## src/rtl/idu_decode_queue.sv

```systemverilog
// Decode-and-buffer stage between IFU and EXU: RV32I decode into an instruction number and a DEPTH-entry queue.
// Define IDU_RV32M_EN to also decode the RV32M multiply/divide group. DEPTH must be a power of two and at least 2.
`ifndef ISA_WIDTH
`define ISA_WIDTH 32
`endif
`ifndef INST_NUM_WIDTH
`define INST_NUM_WIDTH 6
`endif

module idu_decode_queue #(
    parameter int unsigned ISA_WIDTH = `ISA_WIDTH,
    parameter int unsigned NUM_WIDTH = `INST_NUM_WIDTH,
    parameter int unsigned DEPTH     = 4
) (
    input  logic                     clk,
    input  logic                     rst,
    input  logic                     flush,
    input  logic                     in_valid,
    output logic                     in_ready,
    input  logic [ISA_WIDTH-1:0]     in_inst,
    input  logic [ISA_WIDTH-1:0]     in_pc,
    output logic                     out_valid,
    input  logic                     out_ready,
    output logic [NUM_WIDTH-1:0]     out_inst_num,
    output logic [ISA_WIDTH-1:0]     out_inst,
    output logic [ISA_WIDTH-1:0]     out_pc,
    output logic                     out_illegal,
    output logic [$clog2(DEPTH):0]   count
);

    localparam int unsigned PTR_W = $clog2(DEPTH);
    localparam int unsigned CNT_W = PTR_W + 1;

    // Opcode map
    localparam logic [6:0] OPC_LUI    = 7'b0110111;
    localparam logic [6:0] OPC_AUIPC  = 7'b0010111;
    localparam logic [6:0] OPC_JAL    = 7'b1101111;
    localparam logic [6:0] OPC_JALR   = 7'b1100111;
    localparam logic [6:0] OPC_BRANCH = 7'b1100011;
    localparam logic [6:0] OPC_LOAD   = 7'b0000011;
    localparam logic [6:0] OPC_STORE  = 7'b0100011;
    localparam logic [6:0] OPC_OPIMM  = 7'b0010011;
    localparam logic [6:0] OPC_OP     = 7'b0110011;
    localparam logic [6:0] OPC_SYSTEM = 7'b1110011;

    // Instruction-number encodings (same numbering as inst.vh)
    localparam logic [NUM_WIDTH-1:0] I_INV    = NUM_WIDTH'(0);
    localparam logic [NUM_WIDTH-1:0] I_LUI    = NUM_WIDTH'(1);
    localparam logic [NUM_WIDTH-1:0] I_AUIPC  = NUM_WIDTH'(2);
    localparam logic [NUM_WIDTH-1:0] I_JAL    = NUM_WIDTH'(3);
    localparam logic [NUM_WIDTH-1:0] I_JALR   = NUM_WIDTH'(4);
    localparam logic [NUM_WIDTH-1:0] I_BEQ    = NUM_WIDTH'(5);
    localparam logic [NUM_WIDTH-1:0] I_BNE    = NUM_WIDTH'(6);
    localparam logic [NUM_WIDTH-1:0] I_BLT    = NUM_WIDTH'(7);
    localparam logic [NUM_WIDTH-1:0] I_BGE    = NUM_WIDTH'(8);
    localparam logic [NUM_WIDTH-1:0] I_BLTU   = NUM_WIDTH'(9);
    localparam logic [NUM_WIDTH-1:0] I_BGEU   = NUM_WIDTH'(10);
    localparam logic [NUM_WIDTH-1:0] I_LB     = NUM_WIDTH'(11);
    localparam logic [NUM_WIDTH-1:0] I_LH     = NUM_WIDTH'(12);
    localparam logic [NUM_WIDTH-1:0] I_LW     = NUM_WIDTH'(13);
    localparam logic [NUM_WIDTH-1:0] I_LBU    = NUM_WIDTH'(14);
    localparam logic [NUM_WIDTH-1:0] I_LHU    = NUM_WIDTH'(15);
    localparam logic [NUM_WIDTH-1:0] I_SB     = NUM_WIDTH'(16);
    localparam logic [NUM_WIDTH-1:0] I_SH     = NUM_WIDTH'(17);
    localparam logic [NUM_WIDTH-1:0] I_SW     = NUM_WIDTH'(18);
    localparam logic [NUM_WIDTH-1:0] I_ADDI   = NUM_WIDTH'(19);
    localparam logic [NUM_WIDTH-1:0] I_SLTI   = NUM_WIDTH'(20);
    localparam logic [NUM_WIDTH-1:0] I_SLTIU  = NUM_WIDTH'(21);
    localparam logic [NUM_WIDTH-1:0] I_XORI   = NUM_WIDTH'(22);
    localparam logic [NUM_WIDTH-1:0] I_ORI    = NUM_WIDTH'(23);
    localparam logic [NUM_WIDTH-1:0] I_ANDI   = NUM_WIDTH'(24);
    localparam logic [NUM_WIDTH-1:0] I_SLLI   = NUM_WIDTH'(25);
    localparam logic [NUM_WIDTH-1:0] I_SRLI   = NUM_WIDTH'(26);
    localparam logic [NUM_WIDTH-1:0] I_SRAI   = NUM_WIDTH'(27);
    localparam logic [NUM_WIDTH-1:0] I_ADD    = NUM_WIDTH'(28);
    localparam logic [NUM_WIDTH-1:0] I_SUB    = NUM_WIDTH'(29);
    localparam logic [NUM_WIDTH-1:0] I_SLL    = NUM_WIDTH'(30);
    localparam logic [NUM_WIDTH-1:0] I_SLT    = NUM_WIDTH'(31);
    localparam logic [NUM_WIDTH-1:0] I_SLTU   = NUM_WIDTH'(32);
    localparam logic [NUM_WIDTH-1:0] I_XOR    = NUM_WIDTH'(33);
    localparam logic [NUM_WIDTH-1:0] I_SRL    = NUM_WIDTH'(34);
    localparam logic [NUM_WIDTH-1:0] I_SRA    = NUM_WIDTH'(35);
    localparam logic [NUM_WIDTH-1:0] I_OR     = NUM_WIDTH'(36);
    localparam logic [NUM_WIDTH-1:0] I_AND    = NUM_WIDTH'(37);
    localparam logic [NUM_WIDTH-1:0] I_EBREAK = NUM_WIDTH'(38);
`ifdef IDU_RV32M_EN
    localparam logic [NUM_WIDTH-1:0] I_MUL    = NUM_WIDTH'(39);
    localparam logic [NUM_WIDTH-1:0] I_MULH   = NUM_WIDTH'(40);
    localparam logic [NUM_WIDTH-1:0] I_MULHSU = NUM_WIDTH'(41);
    localparam logic [NUM_WIDTH-1:0] I_MULHU  = NUM_WIDTH'(42);
    localparam logic [NUM_WIDTH-1:0] I_DIV    = NUM_WIDTH'(43);
    localparam logic [NUM_WIDTH-1:0] I_DIVU   = NUM_WIDTH'(44);
    localparam logic [NUM_WIDTH-1:0] I_REM    = NUM_WIDTH'(45);
    localparam logic [NUM_WIDTH-1:0] I_REMU   = NUM_WIDTH'(46);
`endif

    typedef struct packed {
        logic [NUM_WIDTH-1:0] num;
        logic                 illegal;
        logic [ISA_WIDTH-1:0] inst;
        logic [ISA_WIDTH-1:0] pc;
    } entry_t;

    typedef enum logic [1:0] {ST_EMPTY, ST_PARTIAL, ST_FULL} occ_e;

    occ_e               state, state_n;
    logic [PTR_W-1:0]   wr_ptr, wr_ptr_n;
    logic [PTR_W-1:0]   rd_ptr, rd_ptr_n;
    logic [CNT_W-1:0]   cnt, cnt_n;
    entry_t             mem [DEPTH];
    entry_t             head;
    logic [NUM_WIDTH-1:0] dec_num;
    logic [6:0]         opcode;
    logic [2:0]         funct3;
    logic [6:0]         funct7;
    logic               push, pop;

    assign opcode = in_inst[6:0];
    assign funct3 = in_inst[14:12];
    assign funct7 = in_inst[31:25];

    // Instruction decode; anything unmatched stays I_INV
    always_comb begin
        dec_num = I_INV;
        case (opcode)
            OPC_LUI:   dec_num = I_LUI;
            OPC_AUIPC: dec_num = I_AUIPC;
            OPC_JAL:   dec_num = I_JAL;
            OPC_JALR:  dec_num = (funct3 == 3'b000) ? I_JALR : I_INV;
            OPC_BRANCH: begin
                case (funct3)
                    3'b000:  dec_num = I_BEQ;
                    3'b001:  dec_num = I_BNE;
                    3'b100:  dec_num = I_BLT;
                    3'b101:  dec_num = I_BGE;
                    3'b110:  dec_num = I_BLTU;
                    3'b111:  dec_num = I_BGEU;
                    default: dec_num = I_INV;
                endcase
            end
            OPC_LOAD: begin
                case (funct3)
                    3'b000:  dec_num = I_LB;
                    3'b001:  dec_num = I_LH;
                    3'b010:  dec_num = I_LW;
                    3'b100:  dec_num = I_LBU;
                    3'b101:  dec_num = I_LHU;
                    default: dec_num = I_INV;
                endcase
            end
            OPC_STORE: begin
                case (funct3)
                    3'b000:  dec_num = I_SB;
                    3'b001:  dec_num = I_SH;
                    3'b010:  dec_num = I_SW;
                    default: dec_num = I_INV;
                endcase
            end
            OPC_OPIMM: begin
                case (funct3)
                    3'b000:  dec_num = I_ADDI;
                    3'b010:  dec_num = I_SLTI;
                    3'b011:  dec_num = I_SLTIU;
                    3'b100:  dec_num = I_XORI;
                    3'b110:  dec_num = I_ORI;
                    3'b111:  dec_num = I_ANDI;
                    3'b001:  dec_num = I_SLLI;
                    default: dec_num = funct7[5] ? I_SRAI : I_SRLI;
                endcase
            end
            OPC_OP: begin
                if (funct7 == 7'b0000001) begin
`ifdef IDU_RV32M_EN
                    case (funct3)
                        3'b000:  dec_num = I_MUL;
                        3'b001:  dec_num = I_MULH;
                        3'b010:  dec_num = I_MULHSU;
                        3'b011:  dec_num = I_MULHU;
                        3'b100:  dec_num = I_DIV;
                        3'b101:  dec_num = I_DIVU;
                        3'b110:  dec_num = I_REM;
                        default: dec_num = I_REMU;
                    endcase
`else
                    dec_num = I_INV;
`endif
                end else begin
                    case (funct3)
                        3'b000:  dec_num = funct7[5] ? I_SUB : I_ADD;
                        3'b001:  dec_num = I_SLL;
                        3'b010:  dec_num = I_SLT;
                        3'b011:  dec_num = I_SLTU;
                        3'b100:  dec_num = I_XOR;
                        3'b101:  dec_num = funct7[5] ? I_SRA : I_SRL;
                        3'b110:  dec_num = I_OR;
                        default: dec_num = I_AND;
                    endcase
                end
            end
            OPC_SYSTEM: dec_num = (in_inst == ISA_WIDTH'(32'h0010_0073)) ? I_EBREAK : I_INV;
            default:    dec_num = I_INV;
        endcase
    end

    // Handshakes depend only on registered occupancy, never on out_ready
    assign in_ready  = (state != ST_FULL);
    assign out_valid = (state != ST_EMPTY);
    assign push      = in_valid & in_ready;
    assign pop       = out_valid & out_ready;
    assign count     = cnt;

    always_ff @(posedge clk or negedge rst) begin
        if (!rst) begin
            state  <= ST_EMPTY;
            wr_ptr <= '0;
            rd_ptr <= '0;
            cnt    <= '0;
        end else begin
            state  <= state_n;
            wr_ptr <= wr_ptr_n;
            rd_ptr <= rd_ptr_n;
            cnt    <= cnt_n;
        end
    end

    // Next occupancy; flush overrides any same-cycle push or pop
    always_comb begin
        state_n  = state;
        wr_ptr_n = wr_ptr;
        rd_ptr_n = rd_ptr;
        cnt_n    = cnt;
        if (flush) begin
            state_n  = ST_EMPTY;
            wr_ptr_n = '0;
            rd_ptr_n = '0;
            cnt_n    = '0;
        end else begin
            if (push) wr_ptr_n = wr_ptr + PTR_W'(1);
            if (pop)  rd_ptr_n = rd_ptr + PTR_W'(1);
            if (push && !pop)      cnt_n = cnt + CNT_W'(1);
            else if (pop && !push) cnt_n = cnt - CNT_W'(1);
            if (cnt_n == '0)                 state_n = ST_EMPTY;
            else if (cnt_n == CNT_W'(DEPTH)) state_n = ST_FULL;
            else                             state_n = ST_PARTIAL;
        end
    end

    // Payload storage needs no reset: it is only observed while occupied
    always_ff @(posedge clk) begin
        if (push && !flush) begin
            mem[wr_ptr].num     <= dec_num;
            mem[wr_ptr].illegal <= (dec_num == I_INV);
            mem[wr_ptr].inst    <= in_inst;
            mem[wr_ptr].pc      <= in_pc;
        end
    end

    assign head = mem[rd_ptr];

    always_comb begin
        out_inst_num = I_INV;
        out_illegal  = 1'b0;
        out_inst     = '0;
        out_pc       = '0;
        if (state != ST_EMPTY) begin
            out_inst_num = head.num;
            out_illegal  = head.illegal;
            out_inst     = head.inst;
            out_pc       = head.pc;
        end
    end

endmodule

```

## config.mk

```make
export PLATFORM = sky130hd
export DESIGN_NAME = idu_decode_queue
export DESIGN_NICKNAME = d
export VERILOG_FILES = /design/src/rtl/idu_decode_queue.sv
export SDC_FILE = /design/constraint.sdc
export NUM_CORES = 1
export LEC_CHECK = 0
export BUFFER_PORTS_ARGS = -buffer_cell sky130_fd_sc_hd__buf_2
export CORE_MARGIN = 4
export CORE_UTILIZATION = 62
export CTS_CLUSTER_SIZE = 12
export DETAILED_ROUTE_END_ITERATION = 10
export GPL_TIMING_DRIVEN = 0
export PLACE_DENSITY = 0.84
export SETUP_SLACK_MARGIN = 0.4
export SKIP_LAST_GASP = 1
export SLEW_MARGIN = 20
export SYNTH_ARGS = -nofsm -noshare
export SYNTH_HDL_FRONTEND = slang
export SYNTH_SLANG_ARGS = --single-unit
```

## constraint.sdc

```tcl
create_clock -name clk -period 6.3 [get_ports clk]
set_input_delay 0.63 -clock clk [delete_from_list [all_inputs] [get_ports clk]]
set_output_delay 0.63 -clock clk [all_outputs]
set_load 0.03 [all_outputs]
```

# After elaboration in Yosys (flattened, before gate mapping)
# Memory sizes are Yosys's and may differ from the RTL's.
# Cells that the tools add are included.
# classes
order_cmp	0
addsub	4
eq_ne	21
div	0
n_mux	29
bitwise	2
n_mul	0
reduce_logical	12
shift	0
# ops
op	count
$mux 32	2
$pmux 6 s10	1
$pmux 6 s7	1
$eq 32x21->1 const B	1
$eq 7x7->1 const B	4
$pmux 4 s7	1
$pmux 4 s6	1
$eq 7x6->1 const B	3
$pmux 4 s5	1
$mux 6	3
$eq 3x3->1 const B	5
$mux 3	5
$pmux 5 s3	1
$eq 7x5->1 const B	2
$mux 2	7
$eq 7x1->1 const B	1
$eq 7x2->1 const B	1
$eq 3x2->1 const B	2
$logic_not 3->1	2
$logic_not 6->1	1
$mux 1	6
$reduce_bool 2->1	3
$add 2x1->2 const B	2
$add 3x1->3 const B	1
other kinds (6)	11
# word_totals
in_bits	69
latchBits	0
wordCells	73
out_inout_bits	76
regBits	9
mem_count	1
rom_bits	0
ram_bits	284
# memory_table
name	words	word_bits	read_ports	rd_clocked_by_memory_dff	write_ports	line	source
mem	4	71	1	0	1	110	entry_t mem [DEPTH];

# Depth between registers and ports, before layout
# depth
ltp_word	11
depth_mapped	8
depth_no_buf	6

# Worst setup path before layout
# Ideal clock, no wire load.
# synth_timing
kind	reg2reg
startpoint	reg state[0]
endpoint	mem mem[0][0] in the netlist's numbering (enable)
arrival_ns	2.742
stages_incl_launch_ff	5
n_path_buf	0
slack_ns	3.121
path_cell_list	dfrtp_1 > nand2b_1 > nand2_1 > nor2_1 > and2_1
# synth_between
elab_chain_cells	5
# synth_lines
item	line	source
start, declared	106	occ_e state, state_n;
start signal, assigned	219	state <= state_n;
$ne 2x2->1	206	assign in_ready = (state != ST_FULL);
net in_ready	19	output logic in_ready,
$and 1x1->1	208	assign push = in_valid & in_ready;
$logic_and 1x1->1	250	if (push && !flush) begin
$mux 1	250	
$mux 1 (implied by the code)	254	mem[wr_ptr].pc <= in_pc;
end, declared	110	
# The timed path passes the listed nets, and every way through them passes these cells.

# Final worst setup path
# layout_timing
startpoint	reg rd_ptr[1]
endpoint	out out_pc[23]
# layout_between
elab_chain_cells	2
# layout_lines
item	line	source
start, declared	108	logic [PTR_W-1:0] rd_ptr, rd_ptr_n;
start signal, assigned	221	rd_ptr <= rd_ptr_n;
$mem_v2 4x71	--	
$mux 32	265	if (state != ST_EMPTY) begin
end, declared	26	output logic [ISA_WIDTH-1:0] out_pc,
# No other way between the ends.

==> flow_summary.ini <==
[cts]
cts-htree-levels = 1
cts_tree = built
cts_resized = 0
cts_buffer_depth = 3
cts.sinks = 293
clock_latency_ps = 540
cts_buffers = 29
clock-root-buffer = clkbuf_16
path_clk_slew_ps = 60

[drt]
ant_nets = 0
drt_pass1_iterations = 5
vias = 6385
vias_per_cell = 6.13
wl_mm = 23.8
remaining_drc_errors = 0
first_iter_violations = 499
avgRoutedWirePerCell_um = 22.9

[critical_path]
crit_buf_inv = 3
critPathMostFrequentCell = clkbuf_1
crit_path_max_fanout = 10
crit_path_start_kind = register
crit_type = reg -> out
path_cells = clkbuf_1 > clkbuf_1 > mux4_2 > and2_1 > buf_2
arrival_ps = 2690
cpPeakStageDelay_ps = 560
end_kind = primary output
critPathRequiredTime_ps = 5670
r2r_slack_ps = 4050
path_delay_family = buffers and inverters
crit_path_top_delay_cell = clkbuf_1

[grt]
grt_max_degree = 44
grt-ovfl-total = 0
grt_pass1_vias = 6599
track_usage_pct = 22.6
antenna_found_initial = 2
grt_pass1_wl_mm = 37.6

[power]
irDropWorstVdd_mv = 0.304
p_leak_nw = 4.78
power_density_mw_per_mm2 = 378

[timing]
finalCritPeriodShare_pct = 52.7
rsz0062_at_grt = false
slew_violations = 0
fin_tns_setup_ps = 0
hold_viol_final = 0
layout_min_cycle_time_ps = 3320
skew_ps = 14.0
fmax_mhz = 301
tightest_slew_ps = 749
slew_headroom_pct = 50.1
setup_violations = 0

[status]
status = finished, final reports clean

[job]
drv_cap = 0

[placed_design]
hpwl_mm = 15.2
port-buffer-count = 143
gp_congestion = 0.911

[worst_hold_path]
hold_class = in -> reg

[synthesis]
ys_types = 46
ys_seq_area_share_pct = 74.1
synth_area_mm2 = 0.0118
yosys.area.top_type = edfxtp_1
netlist_instances = 608
synth_edf_count = 284
syn_avg_cell_area_um2 = 19.4
yosysTopAreaCellShare_pct = 72.2
synthArstFlopShare_pct = 3.07
synth.area.top_cells = edfxtp_1 72%, mux4_2 14%, and2_1 4.1%
yosys_warnings = 0
synth_ff_type = edfxtp_1
synth_common_cells = 284 x edfxtp_1, 77 x and2_1, 71 x mux4_2, 19 x nor2_1, 17 x clkbuf_1
synth_most_common_cell = edfxtp_1
synth_fp_nets = 683
synth-seq-cells = 293

[floorplan]
start_util_pct = 63.2
dieArea_mm2 = 0.0213
fp.dieW_um = 146
io_pins = 145
fp.dieH_um = 146
row_count = 50
coreArea_mm2 = 0.0187

[layout]
areaGrowthSynthToFinish_pct = 16.6
fin_util_pct = 73.7
finalNetCount = 862
drive_above_1_share_pct = 34.1
==> layout make-up <==
type / instances / area, um^2
fill: 1090 / 4930
tap: 234 / 293
clock buffer: 47 / 813
inverter: 8 / 30.0
timing repair buffer: 148 / 828
antenna: 1 / 2.50
buffer: 33 / 149
multi-input combinational: 274 / 2890
clock inverter: 3 / 17.5
sequential: 293 / 8750
==> power by group <==
part | internal, mW | switching, mW
combinational | 0.521 | 0.909
sequential | 2.22 | 0.0267
clock | 0.872 | 0.651
==> worst register-to-register path, delay by kind of cell, from the launching register on <==
family / cells / cell delay, ps
buffers and inverters: 1 / 300
flip-flops: 1 / 350
AND/OR/NAND/NOR: 4 / 1260
==> worst paths after layout <==
path / startpoint / endpoint / depth (start not counted)
min reg2reg: wr_ptr[1] / wr_ptr[1] / 2
max reg2reg: state[0] / mem[2][44] / 5
max in group asynchronous: rst / wr_ptr[1] / 2
min in group asynchronous: rst / rd_ptr[0] / 2
max: rd_ptr[1] / out_pc[23] / 5
min: in_pc[29] / mem[2][29] / 1
==> sequential cells by signal, summed over array words and instances, names as in the netlist <==
register and count:
mem 284, count 3, rd_ptr 2, state 2
wr_ptr 2
==> per-layer routing <==
layer / wire (um) / vias up / global-route usage, %
li1: - / 2789 / -
met1: 9340 / 3251 / 31.0
met2: 12200 / 282 / 38.8
met3: 1730 / 61 / 4.22
met4: 563 / 2 / 4.89
met5: 13 / - / 0
==> repair_timing <==
item	CTS	global route
hold endpoints to repair	9	0
hold buffers	1	0
setup buffers	0	0
==> layout by cell type, fill, tap and decap left out, types with 3 or more instances in the layout <==
master     instances
xor2_1             4
and2_1            73
o21ai_0            7
dfrtp_1            9
a211oi_1           3
buf_4              3
nand2_1           13
inv_1              8
edfxtp_1         284
clkbuf_1          33
and2_4             4
a21oi_1           11
ha_1               6
nand3_1            6
buf_16             3
clkbuf_16         29
nand2b_1           3
nor2b_1            3
buf_2            154
mux4_2            71
nor2_1            19
nor3_1            10
nor4_1             4
==> through the flow <==
step | total power, mW | cell area (um^2) | hold WS, ps | setup WS [ps] | std cells
after floorplan | 3.30 | 11800 | 334 | 3120 | 608
after global placement | 3.69 | 12800 | 486 | 1910 | 985
after detailed placement | 3.73 | 12900 | 494 | 3480 | 989
after CTS | 5.25 | 13800 | 288 | 2860 | 1040
after global routing | 5.43 | 13800 | 297 | 2840 | 1041
final | 5.20 | 13800 | 307 | 2980 | 1041
==> cells by family (layout without fill, tap and decap cells) <==
group	count (synthesis)	after routing	share of synthesized area (%)
DFF	293	293	74.1
AOI/OAI and AO/OA	39	39	2.17
adders and majority gates	6	6	0.635
and+or+nand+nor	151	151	7.51
xor gates and xnor gates	5	5	0.371
muxes	73	73	13.7
other	0	1	0
buffers and inverters	41	239	1.51
Note: power is estimated with default switching activity, not from simulation.
